<file path="src/rtl/fast_iter_sequencer.sv">
// fast_iter_sequencer: initiator side of the go_fast / fast_busy handshake.
// Each iteration arms the slave (go_fast low), runs it until its busy falls,
// strobes the weight latch and then consumes the convergence verdict. The
// loop ends on convergence or when the iteration limit is reached, and the
// result is reported with a one-cycle done pulse.
// Optional feature: define FAST_WATCHDOG_EN to bound the RUN phase to
// WD_CYCLES cycles; without it RUN waits indefinitely and timeout_err is 0.
module fast_iter_sequencer #(
  parameter int unsigned ITER_W     = 7,
  parameter int unsigned MAX_ITER   = 64,
  parameter int unsigned ARM_CYCLES = 2,
  parameter int unsigned WD_CYCLES  = 1023
) (
  input  logic              clk_fast,
  input  logic              rst,
  input  logic              start,
  input  logic [ITER_W-1:0] max_iter,
  input  logic              fast_busy,
  input  logic              conv_valid,
  input  logic              conv_flag,
  output logic              go_fast,
  output logic              w_latch,
  output logic              seq_busy,
  output logic              done,
  output logic              converged,
  output logic [ITER_W-1:0] iter_count,
  output logic              timeout_err
);

  localparam int unsigned ARM_W = (ARM_CYCLES > 1) ? $clog2(ARM_CYCLES) : 1;

  // Reject configurations that cannot work at elaboration time.
  if (ARM_CYCLES < 1 || WD_CYCLES < 1) begin : g_cfg_check
    $error("fast_iter_sequencer: ARM_CYCLES and WD_CYCLES must be at least 1");
  end

  typedef enum logic [2:0] {
    S_IDLE,
    S_ARM,
    S_RUN,
    S_LATCH,
    S_CHECK,
    S_DONE
  } state_t;

  state_t            state;
  state_t            state_n;
  logic [ARM_W-1:0]  arm_cnt;
  logic              busy_prev;
  logic [ITER_W-1:0] lim;
  logic              arm_last;
  logic              run_done;
  logic              wd_hit;

  assign arm_last = (arm_cnt == ARM_W'(ARM_CYCLES - 1));
  // Only a falling edge observed after RUN entry counts: busy_prev is held
  // at 0 outside RUN, so a busy already low on entry never completes.
  assign run_done = busy_prev && !fast_busy;

`ifdef FAST_WATCHDOG_EN
  localparam int unsigned WD_W = $clog2(WD_CYCLES + 1);

  logic [WD_W-1:0] wd_cnt;
  logic            timeout_q;

  assign wd_hit = (state == S_RUN) && !run_done && (wd_cnt == WD_W'(WD_CYCLES - 1));

  // Watchdog: counts RUN cycles, restarts on every RUN entry.
  always_ff @(posedge clk_fast) begin
    if (rst) begin
      wd_cnt    <= '0;
      timeout_q <= 1'b0;
    end else begin
      wd_cnt <= (state == S_RUN) ? wd_cnt + WD_W'(1) : '0;
      if (state == S_IDLE && start) begin
        timeout_q <= 1'b0;
      end else if (wd_hit) begin
        timeout_q <= 1'b1;
      end
    end
  end

  assign timeout_err = timeout_q;
`else
  assign wd_hit      = 1'b0;
  assign timeout_err = 1'b0;
`endif

  // State register.
  always_ff @(posedge clk_fast) begin
    if (rst) begin
      state <= S_IDLE;
    end else begin
      state <= state_n;
    end
  end

  // Next-state logic.
  always_comb begin
    state_n = state;
    case (state)
      S_IDLE:  if (start) state_n = S_ARM;
      S_ARM:   if (arm_last) state_n = S_RUN;
      S_RUN: begin
        if (run_done) begin
          state_n = S_LATCH;
        end else if (wd_hit) begin
          state_n = S_DONE;
        end
      end
      S_LATCH: state_n = S_CHECK;
      S_CHECK: begin
        if (conv_valid) begin
          state_n = (conv_flag || iter_count == lim) ? S_DONE : S_ARM;
        end
      end
      S_DONE:  state_n = S_IDLE;
      default: state_n = S_IDLE;
    endcase
  end

  // Moore outputs decoded from the current state.
  always_comb begin
    go_fast  = (state == S_RUN) || (state == S_LATCH) || (state == S_CHECK);
    w_latch  = (state == S_LATCH);
    seq_busy = (state != S_IDLE);
    done     = (state == S_DONE);
  end

  // Datapath: arm timer, busy edge tracker, limit, iteration count, result.
  always_ff @(posedge clk_fast) begin
    if (rst) begin
      arm_cnt    <= '0;
      busy_prev  <= 1'b0;
      lim        <= '0;
      iter_count <= '0;
      converged  <= 1'b0;
    end else begin
      arm_cnt   <= (state == S_ARM) ? arm_cnt + ARM_W'(1) : '0;
      busy_prev <= (state == S_RUN) ? fast_busy : 1'b0;
      case (state)
        S_IDLE: begin
          if (start) begin
            lim        <= (max_iter == '0) ? ITER_W'(MAX_ITER) : max_iter;
            iter_count <= '0;
            converged  <= 1'b0;
          end
        end
        S_RUN: begin
          if (wd_hit) begin
            converged <= 1'b0;
          end
        end
        S_LATCH: begin
          iter_count <= iter_count + ITER_W'(1);
        end
        S_CHECK: begin
          if (conv_valid) begin
            if (conv_flag) begin
              converged <= 1'b1;
            end else if (iter_count == lim) begin
              converged <= 1'b0;
            end
          end
        end
        default: ;
      endcase
    end
  end

endmodule

</file>
<file path="config.mk">
export PLATFORM = sky130hd
export DESIGN_NAME = fast_iter_sequencer
export DESIGN_NICKNAME = d
export VERILOG_FILES = /design/src/rtl/fast_iter_sequencer.sv
export SDC_FILE = /design/constraint.sdc
export NUM_CORES = 1
export LEC_CHECK = 0
export BUFFER_PORTS_ARGS = -buffer_cell sky130_fd_sc_hd__buf_2
export CORE_ASPECT_RATIO = 1.4
export CORE_MARGIN = 10
export CORE_UTILIZATION = 46
export CTS_CLUSTER_DIAMETER = 150
export DETAILED_ROUTE_END_ITERATION = 10
export PLACE_DENSITY = 0.74
export SLEW_MARGIN = 5
export SYNTH_ARGS = -nofsm -noshare
export SYNTH_HDL_FRONTEND = slang
export SYNTH_SLANG_ARGS = --single-unit
</file>
<file path="constraint.sdc">
create_clock -name clk_fast -period 1.32 [get_ports clk_fast]
set_clock_uncertainty 0.05 [all_clocks]
set_input_delay 0.066 -clock clk_fast [delete_from_list [all_inputs] [get_ports clk_fast]]
set_output_delay 0.066 -clock clk_fast [all_outputs]
set_load 0.02 [all_outputs]
</file>
# After elaboration in Yosys (flattened, before gate mapping)
# Index checks and enable logic that the tools add are counted.
classes:
  mux: 14
  bitwise: 2
  eq_ne: 11
  magnitude_cmp: 0
  shifts: 0
  n_div: 0
  n_addsub: 2
  n_reduce_logical: 16
  multipliers: 0
op_table:
  columns: ["op", "count"]
  rows:
  - ["$mux 3", 5]
  - ["$pmux 3 s5", 1]
  - ["$mux 7", 2]
  - ["$pmux 7 s2", 1]
  - ["$ne 2x2->1 const B", 4]
  - ["$reduce_and 4->1", 2]
  - ["$add 7x1->7 const B", 1]
  - ["$eq 7x7->1", 1]
  - ["$logic_not 7->1", 1]
  - ["$eq 3x2->1 const B", 2]
  - ["$eq 3x3->1 const B", 2]
  - ["$mux 1", 4]
  - ["$reduce_and 2->1", 2]
  - ["$reduce_bool 2->1", 2]
  - ["$reduce_or 2->1", 2]
  - ["$eq 3x1->1 const B", 1]
  - ["$logic_not 3->1", 1]
  - ["$logic_or 1x1->1", 3]
  - ["$ne 3x3->1 const B", 1]
  - ["$reduce_bool 3->1", 1]
  - ["$not 1->1", 2]
  - ["$pmux 1 s2", 1]
  - ["$add 1x1->1 const B", 1]
  - ["$logic_and 1x1->1", 1]
  - ["$logic_not 1->1", 1]
word_totals:
  romBits: 0
  mem_bits_rw: 0
  output_inout_bits: 13
  memories: 0
  ff_bits: 20
  latchBits: 0
  wordCells: 51
  inputBits: 13

# Depth between registers and ports, before layout
logic_depth:
  depth_word: 5
  depth_mapped: 6
  depth_no_buf: 5

# Worst setup path after synthesis
# Ideal clock, no wire load.
synth_timing:
  path_kind: "reg2reg"
  start: "register iter_count[0]"
  end: "register iter_count[6]"
  setup_ns: 0.121
  arrival_ns: 1.338
  synth_period_minus_slack_ns: 1.509
  path_slack_ns: -0.189
  stages_incl_launch_ff: 5
  n_path_buf: 0
  cell_sequence: "dfxtp_1 -> ha_1 -> and4_4 -> nand3_2 -> mux2_4"
synth_via:
  elab_chain_cells: 2
synth_lines:
  columns: ["item", "line", "rtl"]
  rows:
  - ["start, declared", "26", "output logic [ITER_W-1:0] iter_count,"]
  - ["start signal, assigned", "155", "iter_count <= iter_count + ITER_W'(1);"]
  - ["$add 7x1->7", "155", null]
  - ["$pmux 7 s2", "141", "case (state)"]
# Every way passes these cells.
# A chain may end at the register's enable or synchronous reset.

# Final worst setup path
layout_timing:
  start: "register state[1]"
  end: "output port seq_busy"
layout_via:
  elab_chain_cells: 1
layout_lines:
  columns: ["item", "line", "rtl"]
  rows:
  - ["start, declared", "46", "state_t state;"]
  - ["start signal, assigned", "94", "state <= state_n;"]
  - ["$reduce_bool 3->1", "126", "seq_busy = (state != S_IDLE);"]
  - ["end, declared", "23", "output logic seq_busy,"]
# Every way passes these cells.

==> flow_summary.ini <==
[yosys]
synthDistinctLibCells = 44
synth_seq_cells = 20
synth-seq-area-share_pct = 39.5
syn_avg_cell_area_um2 = 8.53
synthArstFlopShare_pct = 0
netlist_instances = 119
syn_area_mm2 = 0.00101
synth-edff-count = 0
synthesis.nets = 133
yosys_warnings = 0
ys.flop_type = dfxtp_1

[clocking]
cts.clk_slew.worst_paths_ns = 0.11
worstSkewPairLatency_ns = 0.31
ctsLongestPathBuffers = 2
clockRootBuffer = clkbuf_4
cts_sinks = 20
htreeDepth = 1
cts_buffers = 3
cts_tree = done

[die]
die_w_um = 59.7
io_pins = 26
core-area_mm2 = 0.00215
start_util_pct = 47.2
die_area_mm2 = 0.00451
fp.dieH_um = 75.6
fp-row-count = 20

[finish]
instances_no_fill = 194
fin_nets = 188
syn_to_final_growth_pct = 54.4
design_area_mm2 = 0.00157
final_common_cell = buf_2
drive_gt1_share_pct = 47.7
final_cell_mix = buf_2 (21), nand2_1 (17), buf_4 (16), dfxtp_1 (11), buf_6 (11)
fill_cells = 167
diodes = 0

[placed_design]
dp_cells = 174
portBuffers = 24
hpwlAfterDp_mm = 1.96
placed_area_mm2 = 0.00125
place.gp.congestion = 0.804

[drt]
drt-met1-wl_mm = 1.11
drtIter0Drc = 10
drtAntennaViolNets = 0
drt-pass1-iter-count = 4
post_drt_wl_per_cell_um = 15.0
route.met3.wl_um = 148
routed_wl_mm = 2.90
met2_length_mm = 1.57
vias = 1069
highest_layer = met4
drc_errors = 0
via_per_inst = 5.51

[sta]
finalMaxSlewViolations = 0
hold_viol_final = 0
fin_crit_sh_pct = 109
setup_ws_ns = -0.122
min_period_ns = 1.44
setup_viol = 7
fmax_mhz = 694
rsz0062_at_grt = true

[run_status]
violations = setup timing
run_status = finished, violations left

[power]
pwr-share-seq_pct = 53.7
p_leak_nw = 0.691
power_frac_clock_pct = 24.8
power_density_mw_per_mm2 = 759
peakVddDrop_uv = 452
p_comb_share_pct = 21.5
power_switching_mw = 0.326
switching_share_pct = 27.4
p_int_mw = 0.863

[critical_path]
cp.arrival_ns = 1.33
worstPathRequired_ns = 1.20
cp-end-kind = primary output
worstPathMaxFanout = 5
start_kind = register
criticalPathCategory = register to primary output

[flow_run]
max-cap-violations = 0

[global_routing]
grt_max_degree = 23
antenna_found_initial = 0
overflow = 0
grt_usage_pct = 13.0
grt_pass1_wl_mm = 4.68
grt_pass1_vias = 1101

[worst_hold_path]
hp-class = input port to register
## through the flow
step | util [%] | power (mW) | setup TNS (ns) | hold slack, ns | setup WS, ns
4_1_cts | 67.3 | 1.17 | -0.370 | 0.00906 | -0.111
6_report | 72.8 | 1.19 | -0.368 | 0.0473 | -0.122
3_3_place_gp | 58.1 | 0.838 | -0.0139 | 0.249 | -0.0139
2_1_floorplan | - | 0.773 | -0.0929 | 0.152 | -0.0929
3_5_place_dp | 58.1 | 0.845 | -0.0362 | 0.262 | -0.0362
5_1_grt | 72.8 | 1.24 | -0.998 | 0.0594 | -0.156
## layout make-up
type,count,area (um2),area share [%]
multi-input combinational,90,631,40.3
timing repair buffer,57,449,28.7
sequential,20,424,27.1
tap,22,27.5,1.76
clock buffer,3,22.5,1.44
inverter,2,12.5,0.799
## critical path: stages, from the launching register on
cell	delay, ns
dfxtp_4	0.38
buf_6	0.12
or3_1	0.37
buf_6	0.14
## cells by family after synthesis
family / count (synthesis) / synth area share (%)
AND/OR/NAND/NOR: 53 / 29.5
AO/OA/AOI/OAI: 26 / 16.0
flip-flops: 20 / 39.5
buffers and inverters: 9 / 5.05
XOR/XNOR: 8 / 6.90
adder cells (fa/ha/maj): 1 / 1.23
other: 1 / 0.370
multiplexers: 1 / 1.48
## path summary, 6_finish.rpt
| path | from | to | depth (start not counted) | slack (ns) |
|---|---|---|---|---|
| max | state[1]$_SDFFE_PP0P_ | seq_busy | 3 | -0.12 |
| min reg2reg | lim[0]$_SDFFE_PP0P_ | lim[0]$_SDFFE_PP0P_ | 2 | 0.42 |
| max reg2reg | state[0]$_SDFFE_PP0P_ | iter_count[6]$_SDFFE_PP0P_ | 6 | -0.10 |
| min | conv_flag | converged$_SDFFE_PP0P_ | 3 | 0.05 |
## flip-flops by register name, indices dropped and copies added, names as in the netlist
signal and flops:
lim 7, arm_cnt 1, busy_prev 1, converged 1, state 3, iter_count 7
## layer usage
metal	vias to the layer above	global-route usage [%]
li1	532	-
met1	504	13.5
met2	26	23.5
met3	7	3.17
met4	0	6.00
met5	-	0
## power groups by stage
stage | Clock (mW) | Combinational (mW) | Sequential, mW
2_1_floorplan | 0 | 0.122 | 0.651
3_3_place_gp | 0 | 0.179 | 0.659
3_5_place_dp | 0 | 0.184 | 0.661
4_1_cts | 0.293 | 0.228 | 0.644
5_1_grt | 0.320 | 0.282 | 0.642
6_report | 0.295 | 0.255 | 0.639
## cells in the mapped netlist, types with 2 or more instances
library cell   n  area, um2
o2bb2ai_1      2       17.5
xor2_1         4       35.0
nor3b_1        2       15.0
or4_1          2       15.0
a221oi_1       2       17.5
nor2_1         8       30.0
o21ai_0        4       20.0
xnor2_1        4       35.0
nand2_1       18       67.6
a21oi_1       11       55.1
nand3_1        3       15.0
dfxtp_1       20        400
nor3_1         4       20.0
clkbuf_1       2       7.51
buf_4          2       15.0
or3_1          3       18.8
## what timing repair did
item,CTS,global route
setup endpoints to repair,9,20
gates cloned,0,0
setup buffers,5,5
endpoints found under the hold margin,8,0
resized for setup,16,24
pin swaps,5,11
hold buffers,8,0
No activity file was read; power rests on OpenSTA's default activity.
